File: config.mk
export PLATFORM = sky130hd
export DESIGN_NAME = store_kernal_flat
export DESIGN_NICKNAME = d
export VERILOG_FILES = /design/src/rtl/store_kernal_if.sv /design/src/rtl/store_kernal.sv /design/src/flat_wrapper.sv
export SDC_FILE = /design/constraint.sdc
export NUM_CORES = 1
export LEC_CHECK = 0
export BUFFER_PORTS_ARGS = -buffer_cell sky130_fd_sc_hd__buf_2
export CAP_MARGIN = 0
export CELL_PAD_IN_SITES_DETAIL_PLACEMENT = 1
export CELL_PAD_IN_SITES_GLOBAL_PLACEMENT = 1
export CORE_ASPECT_RATIO = 0.6
export CORE_MARGIN = 5
export CORE_UTILIZATION = 39
export DETAILED_ROUTE_END_ITERATION = 16
export PLACE_DENSITY_LB_ADDON = 0.3
export SYNTH_ARGS = -nofsm -noshare
export SYNTH_HDL_FRONTEND = slang
export SYNTH_SLANG_ARGS = --single-unit
File: constraint.sdc
create_clock -name i_clk -period 2.2 [get_ports i_clk]
set_input_delay 0.44 -clock i_clk [delete_from_list [all_inputs] [get_ports i_clk]]
set_output_delay 0.44 -clock i_clk [all_outputs]
set_load 0.05 [all_outputs]
File: src/rtl/store_kernal_if.sv
// Bundle between the write-back engine, the register-file read port and the BRAM write port.
// The master side is the NPU top (start/size plus read data); the slave side is store_kernal.
interface store_kernal_if #(
  parameter int unsigned KERNEL_REG_ADDR_WIDTH = 6,
  parameter int unsigned BRAM_ADDR_WIDTH       = 10,
  parameter int unsigned WEIGHT_WIDTH          = 8
);
  logic                             i_start;
  logic [KERNEL_REG_ADDR_WIDTH:0]   i_element_size;
  logic [BRAM_ADDR_WIDTH-1:0]       i_bram_start_addr;
  logic [KERNEL_REG_ADDR_WIDTH-1:0] o_reg_rd_addr;
  logic [WEIGHT_WIDTH-1:0]          i_reg_data;
  logic                             o_bram_wr_en;
  logic [BRAM_ADDR_WIDTH-1:0]       o_bram_wr_addr;
  logic [WEIGHT_WIDTH-1:0]          o_bram_wr_data;
  logic                             o_busy;
  logic                             o_done;
  logic [1:0]                       o_state;

  modport master (
    output i_start, i_element_size, i_bram_start_addr, i_reg_data,
    input  o_reg_rd_addr, o_bram_wr_en, o_bram_wr_addr, o_bram_wr_data, o_busy, o_done, o_state
  );

  modport slave (
    input  i_start, i_element_size, i_bram_start_addr, i_reg_data,
    output o_reg_rd_addr, o_bram_wr_en, o_bram_wr_addr, o_bram_wr_data, o_busy, o_done, o_state
  );
endinterface

File: src/rtl/store_kernal.sv
// Write-back engine: streams register-file entries 0..N-1 into BRAM starting at a given address,
// one element per clock, with a 2-cycle read/write pipeline behind the read issue.
module store_kernal #(
  parameter int unsigned KERNEL_REG_ADDR_WIDTH = 6,
  parameter int unsigned BRAM_ADDR_WIDTH       = 10,
  parameter int unsigned WEIGHT_WIDTH          = 8,
  parameter int unsigned BRAM_DEPTH            = 784
) (
  input logic           i_clk,
  input logic           i_rst,
  store_kernal_if.slave bus
);

  localparam int unsigned SizeW    = KERNEL_REG_ADDR_WIDTH + 1;
  localparam int unsigned MaxElems = 1 << KERNEL_REG_ADDR_WIDTH;

  typedef enum logic [1:0] {
    StIdle  = 2'd0,
    StRead  = 2'd1,
    StDrain = 2'd2,
    StDone  = 2'd3
  } state_e;

  state_e state_q, state_d;

  logic [SizeW-1:0]                 size_in;
  logic [SizeW-1:0]                 size_q;
  logic [SizeW-1:0]                 rd_cnt_q;
  logic [BRAM_ADDR_WIDTH-1:0]       wr_addr_q;
  logic                             rd_valid_q;
  logic                             data_valid_q;
  logic                             accept;
  logic                             issue;

  logic [KERNEL_REG_ADDR_WIDTH-1:0] rd_addr_q;
  logic                             wr_en_q;
  logic [BRAM_ADDR_WIDTH-1:0]       wr_addr_out_q;
  logic [WEIGHT_WIDTH-1:0]          wr_data_q;
  logic                             busy_d, busy_q;
  logic                             done_d, done_q;

  assign accept  = (state_q == StIdle) && bus.i_start;
  assign issue   = (state_q == StRead) && (rd_cnt_q != size_q);
  assign size_in = (bus.i_element_size > SizeW'(MaxElems)) ? SizeW'(MaxElems)
                                                           : bus.i_element_size;

  always_ff @(posedge i_clk) begin
    if (i_rst) begin
      state_q <= StIdle;
    end else begin
      state_q <= state_d;
    end
  end

  always_comb begin
    state_d = state_q;
    unique case (state_q)
      StIdle:  if (bus.i_start) state_d = (size_in == '0) ? StDone : StRead;
      StRead:  if (rd_cnt_q == size_q) state_d = StDrain;
      // Last write has been registered once nothing is left in the read pipeline.
      StDrain: if (!rd_valid_q && !data_valid_q) state_d = StDone;
      StDone:  state_d = StIdle;
      default: state_d = StIdle;
    endcase
  end

  // Status outputs are decoded from the next state so they can be registered without lag.
  always_comb begin
    busy_d = (state_d == StRead) || (state_d == StDrain);
    done_d = (state_d == StDone);
  end

  always_ff @(posedge i_clk) begin
    if (i_rst) begin
      size_q        <= '0;
      rd_cnt_q      <= '0;
      wr_addr_q     <= '0;
      rd_valid_q    <= 1'b0;
      data_valid_q  <= 1'b0;
      rd_addr_q     <= '0;
      wr_en_q       <= 1'b0;
      wr_addr_out_q <= '0;
      wr_data_q     <= '0;
      busy_q        <= 1'b0;
      done_q        <= 1'b0;
    end else begin
      busy_q       <= busy_d;
      done_q       <= done_d;
      rd_valid_q   <= 1'b0;
      data_valid_q <= rd_valid_q;
      wr_en_q      <= data_valid_q;

      if (accept) begin
        size_q    <= size_in;
        wr_addr_q <= bus.i_bram_start_addr;
        if (size_in != '0) begin
          rd_addr_q  <= '0;
          rd_cnt_q   <= SizeW'(1);
          rd_valid_q <= 1'b1;
        end
      end else if (issue) begin
        rd_addr_q  <= rd_cnt_q[KERNEL_REG_ADDR_WIDTH-1:0];
        rd_cnt_q   <= rd_cnt_q + SizeW'(1);
        rd_valid_q <= 1'b1;
      end

      if (data_valid_q) begin
        wr_addr_out_q <= wr_addr_q;
        wr_data_q     <= bus.i_reg_data;
        wr_addr_q     <= (wr_addr_q == BRAM_ADDR_WIDTH'(BRAM_DEPTH - 1))
                         ? '0 : wr_addr_q + BRAM_ADDR_WIDTH'(1);
      end
    end
  end

  assign bus.o_reg_rd_addr  = rd_addr_q;
  assign bus.o_bram_wr_en   = wr_en_q;
  assign bus.o_bram_wr_addr = wr_addr_out_q;
  assign bus.o_bram_wr_data = wr_data_q;
  assign bus.o_busy         = busy_q;
  assign bus.o_done         = done_q;
  assign bus.o_state        = state_q;

endmodule
File: src/flat_wrapper.sv
// flat-port wrapper written by rule: the top's interface ports become plain ports
module store_kernal_flat 
#(
  parameter int unsigned KERNEL_REG_ADDR_WIDTH = 6,
  parameter int unsigned BRAM_ADDR_WIDTH       = 10,
  parameter int unsigned WEIGHT_WIDTH          = 8,
  parameter int unsigned BRAM_DEPTH            = 784
)
  (i_clk, i_rst, bus_i_start, bus_i_element_size, bus_i_bram_start_addr, bus_i_reg_data, bus_o_reg_rd_addr, bus_o_bram_wr_en, bus_o_bram_wr_addr, bus_o_bram_wr_data, bus_o_busy, bus_o_done, bus_o_state);
  store_kernal_if #(.KERNEL_REG_ADDR_WIDTH(KERNEL_REG_ADDR_WIDTH), .BRAM_ADDR_WIDTH(BRAM_ADDR_WIDTH), .WEIGHT_WIDTH(WEIGHT_WIDTH)) bus_i ();
  input logic i_clk;
  input logic i_rst;
  input wire logic [$bits(bus_i.i_start)-1:0] bus_i_start;
  input wire logic [$bits(bus_i.i_element_size)-1:0] bus_i_element_size;
  input wire logic [$bits(bus_i.i_bram_start_addr)-1:0] bus_i_bram_start_addr;
  input wire logic [$bits(bus_i.i_reg_data)-1:0] bus_i_reg_data;
  output wire logic [$bits(bus_i.o_reg_rd_addr)-1:0] bus_o_reg_rd_addr;
  output wire logic [$bits(bus_i.o_bram_wr_en)-1:0] bus_o_bram_wr_en;
  output wire logic [$bits(bus_i.o_bram_wr_addr)-1:0] bus_o_bram_wr_addr;
  output wire logic [$bits(bus_i.o_bram_wr_data)-1:0] bus_o_bram_wr_data;
  output wire logic [$bits(bus_i.o_busy)-1:0] bus_o_busy;
  output wire logic [$bits(bus_i.o_done)-1:0] bus_o_done;
  output wire logic [$bits(bus_i.o_state)-1:0] bus_o_state;
  assign bus_i.i_start = bus_i_start;
  assign bus_i.i_element_size = bus_i_element_size;
  assign bus_i.i_bram_start_addr = bus_i_bram_start_addr;
  assign bus_i.i_reg_data = bus_i_reg_data;
  assign bus_o_reg_rd_addr = bus_i.o_reg_rd_addr;
  assign bus_o_bram_wr_en = bus_i.o_bram_wr_en;
  assign bus_o_bram_wr_addr = bus_i.o_bram_wr_addr;
  assign bus_o_bram_wr_data = bus_i.o_bram_wr_data;
  assign bus_o_busy = bus_i.o_busy;
  assign bus_o_done = bus_i.o_done;
  assign bus_o_state = bus_i.o_state;
  store_kernal #(.KERNEL_REG_ADDR_WIDTH(KERNEL_REG_ADDR_WIDTH), .BRAM_ADDR_WIDTH(BRAM_ADDR_WIDTH), .WEIGHT_WIDTH(WEIGHT_WIDTH), .BRAM_DEPTH(BRAM_DEPTH)) u_core (.i_clk(i_clk), .i_rst(i_rst), .bus(bus_i));
endmodule
==> metrics list <==
- The final hold violation count is 0.
* Ranking of synthesized cells by area: sky130_fd_sc_hd__dfxtp_1, sky130_fd_sc_hd__mux2i_1, sky130_fd_sc_hd__nor2_1
* Post-route setup TNS: 0 ps
- Top cell type by total area after synthesis: sky130_fd_sc_hd__dfxtp_1
- The number of max-slew violations in the final report was 0.
- For this design, the slowest cell found on the critical path is sky130_fd_sc_hd__dfxtp_1.
* Cell area after placement: 2840 um^2
* Max Buffers Root-to-Sink: 2
- Iteration-0 DRC Markers: 125
* Fillers: 758
- From left edge to right edge, the die measures 112 um.
- Number of detailed-route iterations in the first pass: 4
- Across the run, the number of max-cap violations was 0.
* Port Buffer Count: 56
* Capturing element type of the critical path: register
- After synthesis, the netlist uses 43 different library cells.
- Sink count of the clock tree: 55
- Static timing analysis puts the maximum clock frequency at 0.551 GHz.
- Number of antenna violations at the first check in global routing: 0
* Total nets after synthesis: 309
* Fraction of synthesis flops using an asynchronous set or reset pin: 0
* Post-layout total power: 2.23 mW
- Overall via count from detail_route: 2154
- On the final layout, the worst clock skew is 3.28 ps.
- Of the synthesized area, sequential elements account for 0.452.
* Per-cell via count in the routed design: 5.10
* Total congestion overflow: 0
* Number of nets still failing antenna checks after routing: 0
* Max_slew headroom: 0.685
- Setup violations remaining at the end of the flow were counted as 0.
* Tmin final: 1810 ps
- Slew at the pin closest to its max-slew limit: 472 ps
* Worst-path cell chain: xor2_1 > nor4_4 > a21o_1 > o21ai_0 > ha_1 > nor2b_1
* Arrival time of data at the critical path endpoint: 2020 ps
* Post-route clock period utilization: 0.825
- Setup repair after global routing left no endpoint under its margin.
- In the final design database the tool counted 367 nets.
- Run status: finished clean
- Insertion delay to the later sink of the worst-skew pair: 300 ps
- Summed over all cells, the static leakage comes to 1.24 nW.
* HPWL after DPL: 4950 um
- For this block, the routed nets add up to 6470 um of wire.
- Mean cell area of the mapped netlist: 8.76 um^2
- Total of flip-flops plus latches after synthesis: 55
- The number of hold buffers added after CTS was 0.
* Min-Delay Path Class: in2reg
- Top-area cell type share of the netlist area: 0.452
* Post-Syn Instances: 278
* Maximum number of pins on one net before global-route repair: 25
- First-pass GRT wire length: 10900 um
- Clk pin slew, worst setup/hold paths: 100 ps
* Combined area of all synthesized cells: 2430 um^2
* Ports: 57
* Syn-to-layout area delta: 20.1%
- Required time reported for the critical path endpoint: 2400 ps
- Final estimated routing congestion in global placement: 0.855
- Effective utilization at floorplan: 0.400
- The finished cells cover 2930 um^2.
- Clock tree from TritonCTS: yes
* Overall Global Routing Usage: 0.167
- The H-tree was split into 2 levels.
* Max rail drop VDD: 0.414 mV
- Power per cell area: 763 nW/um^2
- The number of global-route vias before repair is 2178.
* Number of placement rows: 22
- Remaining routing DRC violations: 0
- Die height: 71.2 um
- Average detailed-routed wire length per instance: 15.3 um
- The critical path is of the reg2reg type.
- The largest single stage delay on the critical path is 440 ps.
- CTS root buf: sky130_fd_sc_hd__clkbuf_8
- After floorplanning, the core was sized to cover 6080 um^2.
- Category of the worst setup path launch point: register
- The die covers 7980 um^2.
- Number of instances resized during post-cts repair: 0
- Of all nets on the critical path, the largest fanout is 4.
- For this run, the leading register cell type out of synthesis is sky130_fd_sc_hd__dfxtp_1.
- Number of buffers added for setup after CTS: 0
- EDFF count, synth: 0
- Yosys warning total: 0
- In the final layout, the share of cells above drive strength 1 is 0.252.
* Number of CTS-inserted buffers: 5
cell usage in the layout (no fill, tap or decap), types with 2 or more instances in the layout:
master,synthesis,routed
sky130_fd_sc_hd__buf_2,5,56
sky130_fd_sc_hd__dfxtp_1,55,54
sky130_fd_sc_hd__nor2_1,39,39
sky130_fd_sc_hd__a21oi_1,29,29
sky130_fd_sc_hd__nand2_1,22,22
sky130_fd_sc_hd__mux2i_1,21,21
sky130_fd_sc_hd__nand3_1,14,14
sky130_fd_sc_hd__buf_4,0,11
sky130_fd_sc_hd__nor3_1,10,10
sky130_fd_sc_hd__xor2_1,9,9
sky130_fd_sc_hd__nor2b_1,6,6
sky130_fd_sc_hd__nand3b_1,6,6
sky130_fd_sc_hd__inv_1,5,5
sky130_fd_sc_hd__a211oi_1,5,5
sky130_fd_sc_hd__clkbuf_8,0,5
sky130_fd_sc_hd__o21ai_0,4,4
sky130_fd_sc_hd__xnor2_1,3,3
sky130_fd_sc_hd__o22a_1,3,3
sky130_fd_sc_hd__ha_1,3,3
sky130_fd_sc_hd__nor4_1,2,2
sky130_fd_sc_hd__a21o_1,2,2
sky130_fd_sc_hd__nand4_1,2,2
sky130_fd_sc_hd__a21oi_2,2,2
sky130_fd_sc_hd__o21ai_1,2,2
sky130_fd_sc_hd__clkinv_2,0,2
power breakdown:
group	total (mW)	internal, mW	switching, mW	leakage, nW
sequential	1.14	1.06	0.0780	0.448
clock	0.568	0.225	0.342	0.0483
combinational	0.524	0.193	0.331	0.739
cell families (layout without fill, tap and decap cells):
group                      count (synthesis)  count (layout)  share of synthesized area
xor gates and xnor gates                  13              13                     0.0499
muxes                                     21              21                     0.0863
and+or+nand+nor                          110             110                      0.221
buffers and inverters                     21              80                     0.0380
AOI/OAI and AO/OA                         55              55                      0.137
adders and majority gates                  3               3                     0.0154
DFF                                       55              55                      0.452
other                                      0               1                          0
worst max-delay path, delay by kind of cell (launching register included):
family,cells,cell delay [ps]
xor+xnor,1,130
fa+ha+maj,1,300
compound gates,2,320
simple gates,2,520
flops,1,440
sequential cells by signal (all words and copies together) (netlist names):
| name | flops |
|---|---|
| u_core.bus.o_bram_wr_addr | 10 |
| u_core.bus.o_bram_wr_data | 8 |
| u_core.bus.o_bram_wr_en | 1 |
| u_core.bus.o_busy | 1 |
| u_core.bus.o_done | 1 |
| u_core.bus.o_reg_rd_addr | 6 |
| u_core.bus.o_state | 2 |
| u_core.data_valid_q | 1 |
| u_core.rd_cnt_q | 7 |
| u_core.rd_valid_q | 1 |
| u_core.size_q | 7 |
| u_core.wr_addr_q | 10 |
stage by stage:
stage,hold slack (ps),setup slack [ps],util,std cells
2_1_floorplan,439,440,-,278
3_3_place_gp,447,401,0.466,413
3_5_place_dp,453,331,0.466,413
4_1_cts,359,376,0.480,421
5_1_grt,364,266,0.480,421
6_report,368,386,0.481,422
final cells by class:
type | instances | area, um^2 | share of cell area
Antenna cell | 1 | 2.50 | 0.000855
Clock buffer | 5 | 68.8 | 0.0235
Clock inverter | 3 | 18.8 | 0.00642
Inverter | 5 | 18.8 | 0.00642
Multi-Input combinational cell | 202 | 1250 | 0.426
Sequential cell | 55 | 1100 | 0.377
Tap cell | 84 | 105 | 0.0359
Timing Repair Buffer | 67 | 363 | 0.124
routing by layer:
layer,up-vias,wire length [um],track usage
met5,-,0,0
met4,0,34,0.0360
met3,2,393,0.0479
met2,47,2760,0.245
met1,1026,3280,0.244
li1,1079,-,-
final timing paths:
| path | startpoint | to | slack [ps] | cells after the start |
|---|---|---|---|---|
| worst min-delay path | bus_i_reg_data[4] | u_core.bus.o_bram_wr_data[4] | 370 | 3 |
| worst max-delay path | u_core.rd_cnt_q[5] | u_core.bus.o_busy | 390 | 6 |
| worst max register to register | u_core.rd_cnt_q[5] | u_core.bus.o_busy | 390 | 6 |
| worst min register to register | u_core.rd_valid_q | u_core.data_valid_q | 470 | 1 |
Yosys cell counts, types with 2 or more instances:
library cell	instances
sky130_fd_sc_hd__o21ai_1	2
sky130_fd_sc_hd__nor3_1	10
sky130_fd_sc_hd__nand2_1	22
sky130_fd_sc_hd__o22a_1	3
sky130_fd_sc_hd__nand4_1	2
sky130_fd_sc_hd__o21ai_0	4
sky130_fd_sc_hd__nand3b_1	6
sky130_fd_sc_hd__nor2_1	39
sky130_fd_sc_hd__xor2_1	9
sky130_fd_sc_hd__a21o_1	2
sky130_fd_sc_hd__a211oi_1	5
sky130_fd_sc_hd__buf_2	5
sky130_fd_sc_hd__nand3_1	14
sky130_fd_sc_hd__nor4_1	2
sky130_fd_sc_hd__inv_1	5
sky130_fd_sc_hd__mux2i_1	21
sky130_fd_sc_hd__a21oi_2	2
sky130_fd_sc_hd__nor2b_1	6
sky130_fd_sc_hd__xnor2_1	3
sky130_fd_sc_hd__a21oi_1	29
sky130_fd_sc_hd__ha_1	3
sky130_fd_sc_hd__dfxtp_1	55
sky130_fd_sc_hd__clkbuf_1	9
Note: power is estimated with default switching activity, not from simulation.
